==> src/rtl/spi_slave_if.sv <==
// SPI responder endpoint: oversamples SCLK/CS_N/MOSI in the clk_i domain,
// deserialises MOSI into rx words and serialises a one-word tx buffer on MISO.
//
// state  | meaning
// -------+-----------------------------------------------------------
// IDLE   | CS_N high (or not yet re-armed after reset); SCLK ignored
// ACTIVE | frame in progress; mode/bit order latched at CS_N fall
module spi_slave_if #(
  parameter int DATA_W      = 8,
  parameter int SYNC_STAGES = 2
) (
  input  logic              clk_i,
  input  logic              reset_i,
  input  logic              cpol_i,
  input  logic              cpha_i,
  input  logic              lsb_first_i,
  input  logic              sclk_i,
  input  logic              cs_n_i,
  input  logic              mosi_i,
  output logic              miso_o,
  output logic              miso_oe_o,
  input  logic [DATA_W-1:0] tx_data_i,
  input  logic              tx_valid_i,
  output logic              tx_ready_o,
  output logic              tx_unf_o,
  output logic [DATA_W-1:0] rx_data_o,
  output logic              rx_valid_o,
  input  logic              rx_ack_i,
  output logic              rx_ovr_o,
  output logic              busy_o
);

  localparam int CNT_W = $clog2(DATA_W);

  typedef enum logic {IDLE, ACTIVE} state_t;

  state_t                 state;
  logic [SYNC_STAGES-1:0] sclk_sync, cs_sync, mosi_sync, flush;
  logic                   sclk_s, cs_s, mosi_s, flushed;
  logic                   sclk_prev, cs_prev;
  logic                   cpol_l, cpha_l, lsb_l;
  logic [CNT_W-1:0]       bit_cnt;
  logic                   first_shift;
  logic [DATA_W-1:0]      tx_sr, tx_buf, rx_sr;

  logic                   cs_fall, cs_rise, lead_edge, trail_edge;
  logic                   sample_edge, shift_edge;
  logic                   load, shift_tx, lsb_d, oe_d, miso_d;
  logic [DATA_W-1:0]      tx_sr_d, rx_sr_d;

  assign sclk_s  = sclk_sync[SYNC_STAGES-1];
  assign cs_s    = cs_sync[SYNC_STAGES-1];
  assign mosi_s  = mosi_sync[SYNC_STAGES-1];
  // flush tracks when the CS chain holds a real pin sample rather than its
  // reset value, so a CS already low at reset release never looks like a fall
  assign flushed = flush[SYNC_STAGES-1];

  assign cs_fall     = cs_prev & ~cs_s;
  assign cs_rise     = flushed & ~cs_prev & cs_s;
  assign lead_edge   = (sclk_prev == cpol_l) && (sclk_s != cpol_l);
  assign trail_edge  = (sclk_prev != cpol_l) && (sclk_s == cpol_l);
  assign sample_edge = cpha_l ? trail_edge : lead_edge;
  assign shift_edge  = cpha_l ? lead_edge : trail_edge;

  assign rx_sr_d = lsb_l ? {mosi_s, rx_sr[DATA_W-1:1]} : {rx_sr[DATA_W-2:0], mosi_s};

  // Input synchronisers for the asynchronous pad signals
  always_ff @(posedge clk_i or posedge reset_i) begin
    if (reset_i) begin
      sclk_sync <= '0;
      cs_sync   <= '1;
      mosi_sync <= '0;
      flush     <= '0;
    end else begin
      sclk_sync <= {sclk_sync[SYNC_STAGES-2:0], sclk_i};
      cs_sync   <= {cs_sync[SYNC_STAGES-2:0], cs_n_i};
      mosi_sync <= {mosi_sync[SYNC_STAGES-2:0], mosi_i};
      flush     <= {flush[SYNC_STAGES-2:0], 1'b1};
    end
  end

  // Next value of the tx shift register and of the registered MISO pin
  always_comb begin
    load     = 1'b0;
    shift_tx = 1'b0;
    lsb_d    = lsb_l;
    oe_d     = miso_oe_o;
    if (state == IDLE) begin
      if (cs_fall) begin
        load  = 1'b1;
        lsb_d = lsb_first_i;
        oe_d  = 1'b1;
      end
    end else if (cs_rise) begin
      oe_d = 1'b0;
    end else if (shift_edge) begin
      if (bit_cnt != '0)    shift_tx = 1'b1;
      else if (!first_shift) load    = 1'b1;
    end

    tx_sr_d = tx_sr;
    if (state == ACTIVE && cs_rise)
      tx_sr_d = '0;
    else if (load)
      tx_sr_d = tx_ready_o ? '0 : tx_buf;
    else if (shift_tx)
      tx_sr_d = lsb_l ? (tx_sr >> 1) : (tx_sr << 1);

    miso_d = oe_d & (lsb_d ? tx_sr_d[0] : tx_sr_d[DATA_W-1]);
  end

  // Frame FSM with tx buffer, rx handshake and registered outputs
  always_ff @(posedge clk_i or posedge reset_i) begin
    if (reset_i) begin
      state       <= IDLE;
      sclk_prev   <= 1'b0;
      cs_prev     <= 1'b0;
      cpol_l      <= 1'b0;
      cpha_l      <= 1'b0;
      lsb_l       <= 1'b0;
      bit_cnt     <= '0;
      first_shift <= 1'b0;
      tx_sr       <= '0;
      tx_buf      <= '0;
      rx_sr       <= '0;
      miso_o      <= 1'b0;
      miso_oe_o   <= 1'b0;
      tx_ready_o  <= 1'b1;
      tx_unf_o    <= 1'b0;
      rx_data_o   <= '0;
      rx_valid_o  <= 1'b0;
      rx_ovr_o    <= 1'b0;
      busy_o      <= 1'b0;
    end else begin
      sclk_prev <= sclk_s;
      cs_prev   <= flushed ? cs_s : 1'b0;
      tx_sr     <= tx_sr_d;
      miso_o    <= miso_d;
      miso_oe_o <= oe_d;
      tx_unf_o  <= load & tx_ready_o;
      rx_ovr_o  <= 1'b0;

      // a write can only land in an empty buffer, so it never races a real transfer
      if (tx_valid_i && tx_ready_o) begin
        tx_buf     <= tx_data_i;
        tx_ready_o <= 1'b0;
      end else if (load && !tx_ready_o) begin
        tx_ready_o <= 1'b1;
      end

      if (rx_ack_i && rx_valid_o)
        rx_valid_o <= 1'b0;

      case (state)
        IDLE: begin
          if (cs_fall) begin
            cpol_l      <= cpol_i;
            cpha_l      <= cpha_i;
            lsb_l       <= lsb_first_i;
            bit_cnt     <= '0;
            first_shift <= 1'b1;
            busy_o      <= 1'b1;
            state       <= ACTIVE;
          end
        end
        ACTIVE: begin
          if (cs_rise) begin
            bit_cnt <= '0;
            rx_sr   <= '0;
            busy_o  <= 1'b0;
            state   <= IDLE;
          end else begin
            if (sample_edge) begin
              rx_sr <= rx_sr_d;
              if (bit_cnt == CNT_W'(DATA_W-1)) begin
                bit_cnt    <= '0;
                rx_data_o  <= rx_sr_d;
                rx_valid_o <= 1'b1;
                rx_ovr_o   <= rx_valid_o & ~rx_ack_i;
              end else begin
                bit_cnt <= bit_cnt + 1'b1;
              end
            end
            if (shift_edge)
              first_shift <= 1'b0;
          end
        end
        default: state <= IDLE;
      endcase
    end
  end

endmodule

==> config.mk <==
export PLATFORM = sky130hd
export DESIGN_NAME = spi_slave_if
export DESIGN_NICKNAME = d
export VERILOG_FILES = /design/src/rtl/spi_slave_if.sv
export SDC_FILE = /design/constraint.sdc
export NUM_CORES = 1
export LEC_CHECK = 0
export BUFFER_PORTS_ARGS = -buffer_cell sky130_fd_sc_hd__buf_2
export CAP_MARGIN = 20
export CORE_MARGIN = 2
export CORE_UTILIZATION = 35
export CTS_CLUSTER_DIAMETER = 100
export DETAILED_ROUTE_END_ITERATION = 7
export GPL_TIMING_DRIVEN = 1
export HOLD_SLACK_MARGIN = 0.02
export PLACE_DENSITY_LB_ADDON = 0.05
export SLEW_MARGIN = 20
export SYNTH_ARGS = -nofsm -noshare
export SYNTH_HDL_FRONTEND = slang
export SYNTH_SLANG_ARGS = --single-unit
==> constraint.sdc <==
create_clock -name clk_i -period 3.8 [get_ports clk_i]
set_input_delay 0.19 -clock clk_i [delete_from_list [all_inputs] [get_ports clk_i]]
set_output_delay 0.19 -clock clk_i [all_outputs]
set_load 0.005 [all_outputs]
After elaboration in Yosys (flattened, before gate mapping)
Index checks and enable logic that the tools add are counted.
{"block": "totals", "in_bits": 18, "rom_bits": 0, "latchBits": 0, "regBits": 57, "word_cells": 114, "n_memories": 0, "mem_bits_rw": 0, "out_inout_bits": 15}
{"block": "classes", "order_cmp": 0, "n_mux": 51, "n_reduce_logical": 17, "shift": 0, "div": 0, "add_sub_neg": 1, "mul": 0, "n_eq_ne": 10, "bitwise": 11}
{"cell": "8-bit 2-to-1 mux", "count": 8}
{"cell": "1-bit 2-to-1 mux", "count": 35}
{"cell": "3-bit 2-to-1 mux", "count": 4}
{"cell": "2-bit AND reduction", "count": 4}
{"cell": "1-bit bitwise AND", "count": 6}
{"cell": "1-bit logical AND", "count": 6}
{"cell": "1-bit one-hot mux with 2 select lines", "count": 3}
{"cell": "3-bit one-hot mux with 2 select lines", "count": 1}
{"cell": "3-bit nonzero test", "count": 2}
{"cell": "1-bit NOT", "count": 5}
{"cell": "2-bit by 1-bit inequality test with 1-bit output, second input constant", "count": 2}
{"cell": "2-bit inequality test, second input constant", "count": 2}
{"cell": "4-bit AND reduction", "count": 1}
{"cell": "2-bit nonzero test", "count": 2}
{"cell": "3-bit by 1-bit adder with 3-bit output, second input constant", "count": 1}
{"cell": "3-bit == test, second input constant", "count": 1}
{"cell": "3-bit by 1-bit inequality test with 1-bit output, second input constant", "count": 1}
{"cell": "3-bit AND reduction", "count": 1}
{"cell": "1-bit == test", "count": 2}
{"cell": "1-bit inequality test", "count": 2}
{"cell": "1-bit zero test", "count": 1}

Longest topological paths before layout
Gate-level depths: netlist of run 1.
{"block": "logic_depth", "ltp_word": 11, "depth_mapped": 9, "ltp_nobuf": 8}

Worst setup path after synthesis of run 1
OpenSTA, ideal clock, no wires.
{"block": "synth_timing", "path_kind": "flip-flop to flip-flop", "startpoint": "register cpol_l", "endpoint": "register miso_o", "setup_ns": 0.121, "n_path_buf": 1, "path_slack_ns": 1.740, "synth_period_minus_slack_ns": 2.060, "required_ns": 3.679, "path_stages_with_launch": 8, "arrival_time_ns": 1.939, "cell_sequence": "dfrtp_1 xor2_1 mux2_4 or2_2 clkbuf_1 a211oi_1 a211oi_1 a22o_1"}
{"block": "synth_between", "elab_chain_cells": 11, "word_cells_on_any_way": 18, "classes_between": "4 x eq/ne; 11 x mux; 1 x bitwise; 2 x reduce/logical"}
{"element": "start: declaration", "line": "41", "source": "logic cpol_l, cpha_l, lsb_l;"}
{"element": "start signal: assignment", "line": "157", "source": "cpol_l <= cpol_i;"}
{"element": "1-bit inequality test, or another cell as far along", "line": "61", "source": "assign trail_edge = (sclk_prev != cpol_l) && (sclk_s == cpol_l);"}
{"element": "1-bit logical AND, on equally long branches", "line": "61, 60"}
{"element": "1-bit 2-to-1 mux (*)", "line": "63", "source": "assign shift_edge = cpha_l ? lead_edge : trail_edge;"}
{"element": "1-bit 2-to-1 mux", "line": "96", "source": "end else if (shift_edge) begin"}
{"element": "1-bit 2-to-1 mux", "line": "94", "source": "end else if (cs_rise) begin"}
{"element": "1-bit 2-to-1 mux", "line": "88", "source": "if (state == IDLE) begin"}
{"element": "8-bit 2-to-1 mux", "line": "106", "source": "else if (shift_tx)"}
{"element": "8-bit 2-to-1 mux (*)", "line": "104", "source": "else if (load)"}
{"element": "8-bit 2-to-1 mux (*)", "line": "102", "source": "if (state == ACTIVE && cs_rise)"}
{"element": "via tx_sr_d[0]", "line": "49", "source": "logic [DATA_W-1:0] tx_sr_d, rx_sr_d;"}
{"element": "1-bit 2-to-1 mux (*)", "line": "109", "source": "miso_d = oe_d & (lsb_d ? tx_sr_d[0] : tx_sr_d[DATA_W-1]);"}
{"element": "1-bit bitwise AND (*)", "line": "109"}
{"element": "via miso_d", "line": "48", "source": "logic load, shift_tx, lsb_d, oe_d, miso_d;"}
{"element": "end signal: assignment", "line": "138", "source": "miso_o <= miso_d;"}
{"element": "end: declaration", "line": "20", "source": "output logic miso_o,"}
The timed path passes the listed nets; every way through them passes the cells marked *. The select of a mux whose other input is x is not followed.
A chain may end at the register's enable or synchronous reset.

Worst setup path after layout of run 1
{"block": "layout_timing", "startpoint": "register cpol_l", "endpoint": "register tx_sr[5]"}
{"block": "layout_between", "elab_chain_cells": 8, "word_cells_on_any_way": 16, "classes_between": "4 x eq/ne; 9 x mux; 3 x reduce/logical"}
{"element": "1-bit inequality test, or another cell as far along", "line": "61"}
{"element": "1-bit logical AND, on equally long branches", "line": "61, 60"}
{"element": "1-bit 2-to-1 mux (*)", "line": "63"}
{"element": "1-bit 2-to-1 mux", "line": "96"}
{"element": "1-bit 2-to-1 mux", "line": "94"}
{"element": "1-bit 2-to-1 mux", "line": "88"}
{"element": "8-bit 2-to-1 mux", "line": "104"}
{"element": "8-bit 2-to-1 mux", "line": "102"}
{"element": "end signal: assignment", "line": "137", "source": "tx_sr <= tx_sr_d;"}
{"element": "end: declaration", "line": "44", "source": "logic [DATA_W-1:0] tx_sr, tx_buf, rx_sr;"}
Mark *: on every way between the ends. The rest lies on a longest branch, timed or not.

==> results of run 1 <==
cell families (layout without fill, tap and decap cells):
kind of cell               count (synthesis)  in the layout  share of synthesized area
and+or+nand+nor                           54             54                      0.111
xor gates and xnor gates                   1              1                    0.00373
DFF                                       57             57                      0.608
buffers and inverters                     12             59                     0.0192
AOI/OAI and AO/OA                         43             43                      0.117
other                                      1              1                    0.00160
muxes                                     27             27                      0.123
adders and majority gates                  3              3                     0.0160
sequential cells by signal (all words and copies together), names as in the netlist, 2 cells and up:
| register | flops |
|---|---|
| bit_cnt | 3 |
| tx_sr | 8 |
| flush | 2 |
| cs_sync | 2 |
| rx_data_o | 8 |
| sclk_sync | 2 |
| rx_sr | 8 |
| tx_buf | 8 |
| mosi_sync | 2 |
worst min-delay path by stage:
| stage | from | to | slack (ns) | depth (start not counted) |
|---|---|---|---|---|
| 2_1_floorplan | cs_n_i | cs_sync[0] | 0.19 | 0 |
| 3_3_place_gp | cs_n_i | cs_sync[0] | 0.30 | 1 |
| 3_5_place_dp | cs_n_i | cs_sync[0] | 0.30 | 1 |
| 4_1_cts | rx_ack_i | rx_ovr_o | 0.03 | 2 |
| 5_1_grt | tx_data_i[6] | tx_buf[6] | 0.06 | 2 |
| 6_report | reset_i | tx_buf[3] | 0.05 | 3 |
per-layer routing:
| metal | track usage | wire length, um | part of all wire |
|---|---|---|---|
| met1 | 0.180 | 2140 | 0.46 |
| met2 | 0.211 | 2180 | 0.47 |
| met3 | 0.0375 | 200 | 0.043 |
| met4 | 0.0779 | 104 | 0.023 |
| met5 | 0 | 0 | 0 |
layout by cell type (no fill, tap or decap), types with 9 or more instances in the layout:
master	count
mux2_2	11
nor2_1	11
o21ai_0	17
mux2i_1	15
nand2_1	19
a21oi_1	9
dfrtp_1	54
buf_2	32
clkbuf_8	9
worst register-to-register path: cells and delay by family (launching register included):
kind	cells	cell delay [ns]
AND/OR/NAND/NOR	1	0.48
XOR/XNOR	1	0.27
multiplexers	1	0.37
flip-flops	1	0.39
AO/OA/AOI/OAI	3	0.82
per-stage QoR:
step | cells | area (um2)
6_report | 322 | 2830
5_1_grt | 322 | 2830
3_5_place_dp | 302 | 2590
3_3_place_gp | 302 | 2590
2_1_floorplan | 198 | 2350
4_1_cts | 321 | 2820
timing repair:
action                                  4_1_cts  5_1_grt
endpoints found under the hold margin         3        1
endpoints found under the setup margin        0        0
hold buffers                                  3        1
power by group through the flow:
| stage | clock network (mW) | registers, mW | logic (mW) |
|---|---|---|---|
| 2_1_floorplan | 0 | 0.835 | 0.306 |
| 3_3_place_gp | 0 | 0.884 | 0.356 |
| 3_5_place_dp | 0 | 0.893 | 0.372 |
| 4_1_cts | 0.568 | 0.882 | 0.375 |
| 5_1_grt | 0.605 | 0.901 | 0.410 |
| 6_report | 0.547 | 0.879 | 0.368 |
area by class of cell:
type	count	area [um2]
clock buffer	9	124
clock inverter	7	71.3
fill	629	3590
inverter	6	22.5
multi-input combinational	129	876
sequential	57	1430
tap	77	96.3
timing repair buffer	37	208
==> results by group, run 1 <==
Critical path
  – Launching point of the worst reg2reg path: cpol_l
  – Critical path data arrival time: 2.66 ns
  – CP top delay family: compound AO/OA/AOI/OAI gates
  – CP max-delay cell: o41ai_4
  – Crit path capture: tx_sr[5]
  – Maximum single-stage delay on the critical path: 0.52 ns
  – Slack of the worst reg-to-reg path: 1.38 ns
  – WP buf/inv: 0
  – Data required time at the worst endpoint: 4.04 ns
  – Worst setup path category: reg2reg
  – Maximum net fanout on the critical path: 8
  – Critical Path Start Type: flip-flop
  – Levels on crit path: 6
  – Cells traversed along the worst timing path: xor2_1 > mux2_4 > o41ai_4 > nor2b_1 > a22oi_1 > o21ai_0
  – Endpoint of the worst register-to-register path: tx_sr[5]
  – Sort of element at the end of the critical path: flip-flop
  – Worst setup path startpoint: cpol_l
  – Worst reg-to-reg path cell count: 6

Clock network
  – Worst-Skew Late Latency: 0.33 ns
  – Count of buffers added by post-CTS timing repair for setup: 0
  – Clock tree buffer depth: 2
  – Clock slew at the register clock pins of the worst setup and hold paths: 0.06 ns
  – CTS Root Cell: clkbuf_8
  – Resized Gates After CTS: 0
  – Clock tree from TritonCTS: done
  – CTS buffer count: 9
  – H-tree depth: 3
  – Clock sink count: 57

Yosys
  – Area of the mapped netlist: 2350 um2
  – Portion of the post-synthesis area used by sequential elements: 0.608
  – Yosys top cell area share: 0.575
  – Largest cells by area after synthesis: dfrtp_1 57%, mux2i_1 6.4%, mux2_2 5.3%
  – Count leader, synth: dfrtp_1
  – Total of flip-flops plus latches after synthesis: 57
  – Primary FF master, synth: dfrtp_1
  – Count of mapped cells out of synthesis: 198
  – Area leader, netlist: dfrtp_1
  – Nets in the synthesized netlist: 219
  – Yosys cell types: 34
  – Fraction of registers with async set/reset: 1.00
  – Average cell area after synthesis: 11.9 um2
  – Top cells by count, synth: 54 x dfrtp_1, 19 x nand2_1, 17 x o21ai_0
  – Number of enable flip-flop cells after synthesis: 0
  – Number of warnings printed during yosys synthesis: 0

Timing
  – Final number of setup-violating endpoints: 0
  – Final number of max-transition violations: 0
  – Clock Skews: 0.00873 ns
  – Setup repair after global routing missed its margin: false
  – Highest clock frequency the design can meet: 413 MHz
  – Worst slack on hold paths: 0.0519 ns
  – Least setup slack across all paths after layout: 1.38 ns
  – Final clock period utilization by the worst path: 0.638
  – Setup TNS Final: 0 ns
  – Pin slew with the least headroom to its limit: 0.864 ns
  – Min Tclk post-route: 2.42 ns
  – Final hold viol count: 0
  – Slew margin rel.: 0.422

Global route
  – Number of global-route vias before repair: 1648
  – Initial antenna violation count: 0
  – Combined global-route utilization of all metal layers: 0.139
  – Global-route wire length before repair: 7.95 mm
  – Largest net degree at the start of global routing: 58
  – GR Overflow Total: 0

Pwr
  – Total power of the final layout: 1.79 mW
  – Power density over the cells: 635 nW/um2
  – Switching Share: 0.304
  – Seq pwr share: 0.490
  – Portion of total power attributed to the clock network: 0.305
  – Static leakage: 1.35 nW
  – Switching power summed over all nets: 0.546 mW
  – Worst vdd rail ir drop: 0.192 mV
  – Combinational power share: 0.205
  – Cell-internal power: 1.25 mW

Drt
  – Number of vias in the routed layout: 1602
  – Average wire per cell in the routed design: 14.4 um
  – Via density: 4.98
  – Number of design rule violations left after detail routing: 0
  – Number of optimization iterations in the first detailed-route pass: 4
  – Initial drt markers: 60
  – Total Wirelength: 4.62 mm
  – Antenna viol nets, final: 0

Worst hold path
  – Class of the tightest hold or removal check: in2async

Die
  – Core outline area: 6420 um2
  – Number of rows created at floorplan: 29
  – Chip Height: 86.0 um
  – Die Span X: 86.0 um
  – Top-Level Pins: 33
  – Initial Utilization: 0.366
  – Die area: 7390 um2

Place
  – Final weighted congestion in routability-driven placement: 0.732
  – Buffers on Ports: 32
  – Placed wire-length estimate: 3.29 mm
  – Worst slack, placed: 1.38 ns

Outcome
  – Result of the run: finished, final reports clean

Cells and area
  – Layout cell share with drive strength beyond 1: 0.278
  – Layout overhead on the synthesized area: 20.3%
  – Total number of nets in the final design: 261
  – Antenna diode count: 0
  – Fin util: 0.440

Flow run
  – Maximum Capacitance Violations: 0
No activity file was read; power rests on OpenSTA's default activity.
==> run 2: changes to the inputs <==
==> constraint.sdc (replaced) <==
create_clock -name clk_i -period 1.95 [get_ports clk_i]
set_input_delay 0.0975 -clock clk_i [delete_from_list [all_inputs] [get_ports clk_i]]
set_output_delay 0.0975 -clock clk_i [all_outputs]
set_load 0.005 [all_outputs]
==> results by group, run 2 (synthesized netlist as in run 1, its figures left out) <==
Drt
  – Number of vias in the routed layout: 1688
  – Number of design rule violations left after detail routing: 0
  – Number of optimization iterations in the first detailed-route pass: 4
  – Average wire per cell in the routed design: 14.1 um
  – Total Wirelength: 4.90 mm
  – Antenna viol nets, final: 0
  – Initial drt markers: 38
  – Via density: 4.85

Critical path
  – Levels on crit path: 7
  – CP top delay family: compound AO/OA/AOI/OAI gates
  – Data required time at the worst endpoint: 2.22 ns
  – Slack of the worst reg-to-reg path: 0.07 ns
  – Sort of element at the end of the critical path: flip-flop
  – Critical path data arrival time: 2.15 ns
  – Worst setup path category: reg2reg
  – Critical Path Start Type: flip-flop
  – Cells traversed along the worst timing path: xor2_2 > mux2_4 > o41ai_4 > buf_6 > nor2b_4 > a22oi_1 > o21ai_1
  – Launching point of the worst reg2reg path: cpha_l
  – CP max-delay cell: dfrtp_1
  – Maximum single-stage delay on the critical path: 0.41 ns
  – Maximum net fanout on the critical path: 6
  – WP buf/inv: 1
  – Worst reg-to-reg path cell count: 7
  – Endpoint of the worst register-to-register path: tx_sr[3]

Clock network
  – Clock slew at the register clock pins of the worst setup and hold paths: 0.06 ns
  – CTS Root Cell: clkbuf_8
  – Clock tree buffer depth: 2
  – CTS buffer count: 9
  – Worst-Skew Late Latency: 0.34 ns
  – Clock sink count: 57
  – Clock tree from TritonCTS: done
  – H-tree depth: 3

Pwr
  – Worst vdd rail ir drop: 0.526 mV
  – Power density over the cells: 1170 nW/um2
  – Static leakage: 1.49 nW

Cells and area
  – Antenna diode count: 0
  – Commonest non-fill, non-tap cells in the layout: 54 x dfrtp_1, 32 x buf_2, 19 x nand2_1
  – Layout cell share with drive strength beyond 1: 0.351
  – Total number of nets in the final design: 287
  – Layout overhead on the synthesized area: 33.3%
  – Leading cell type in the layout, fill and taps excluded: dfrtp_1
  – Layout Cells excl Fill: 348
  – Fin util: 0.488

Global route
  – Number of global-route vias before repair: 1756
  – Initial antenna violation count: 0
  – Largest net degree at the start of global routing: 30
  – Combined global-route utilization of all metal layers: 0.150
  – Global-route wire length before repair: 8.35 mm
  – GR Overflow Total: 0

Die
  – Number of rows created at floorplan: 29
  – Die Span X: 86.0 um
  – Initial Utilization: 0.366
  – Die area: 7390 um2
  – Top-Level Pins: 33
  – Core outline area: 6420 um2
  – Chip Height: 86.0 um

Timing
  – Final clock period utilization by the worst path: 0.963
  – Final number of setup-violating endpoints: 0
  – Setup repair after global routing missed its margin: true
  – Min Tclk post-route: 1.88 ns
  – Final number of max-transition violations: 0
  – Least setup slack across all paths after layout: 0.0724 ns
  – Clock Skews: 0.00657 ns
  – Highest clock frequency the design can meet: 533 MHz
  – Final hold viol count: 0

Worst hold path
  – Startpoint of the worst hold path: tx_valid_i
  – Cell count of the worst hold path: 3
  – Hold-critical path endpoint: tx_ready_o
  – Class of the tightest hold or removal check: in2reg

Place
  – Placed wire-length estimate: 3.48 mm
  – Number of placed cells counting well taps: 314
  – Final weighted congestion in routability-driven placement: 0.762
  – Buffers on Ports: 32
  – Worst slack, placed: -0.0774 ns

Outcome
  – Result of the run: finished, final reports clean

Flow run
  – Maximum Capacitance Violations: 0
-- run 2: layer usage --
layer	up-vias	global-route usage	part of all wire
met4	0	0.0866	0.024
met5	-	0	0
met2	32	0.235	0.48
met3	9	0.0472	0.042
li1	829	-	-
met1	818	0.183	0.45
-- run 2: how the worst max path moves through the flow --
stage / from / to / slack [ns]
floorplan: cpha_l / miso_o / -0.05
global placement: cpha_l / tx_sr[4] / -0.0007
detailed placement: cpha_l / tx_sr[5] / -0.08
CTS: cpol_l / tx_sr[1] / -0.003
global route: cpha_l / tx_sr[2] / -0.04
finish: cpha_l / tx_sr[3] / 0.07
-- run 2: through the flow --
| step | cell area (um2) | hold slack (ns) | total power, mW | TNS, ns |
|---|---|---|---|---|
| finish | 3130 | 0.254 | 3.68 | 0 |
| global route | 3130 | 0.295 | 3.92 | -0.177 |
| CTS | 3090 | 0.266 | 3.69 | -0.00263 |
| detailed placement | 2710 | 0.190 | 2.58 | -0.341 |
| global placement | 2710 | 0.179 | 2.53 | -0.000704 |
| floorplan | 2390 | 0.102 | 2.27 | -0.0504 |
-- run 2: tightest hold or removal path: stages --
cell	delay, ns
buf_2	0.07
nand2_1	0.23
o21a_1	0.19
-- run 2: layout make-up --
type                    count  area, um2
clock buffers              14        183
clock inverters             2       10.0
fillers                   591       3290
inverters                   6       22.5
multi-input cells         129        952
flip-flops and latches     57       1430
well taps                  77       96.3
repair buffers             63        440
-- run 2: power breakdown --
part | internal (mW) | switching (mW) | total, mW
combinational | 0.504 | 0.413 | 0.917
clock | 0.596 | 0.448 | 1.04
sequential | 1.47 | 0.246 | 1.72
-- run 2: timing repair --
item	4_1_cts	5_1_grt
endpoints found under the setup margin	7	7
setup buffers	2	1
pin swaps	8	7
gates resized for setup	9	10
endpoints found under the hold margin	70	0
hold buffers	16	0
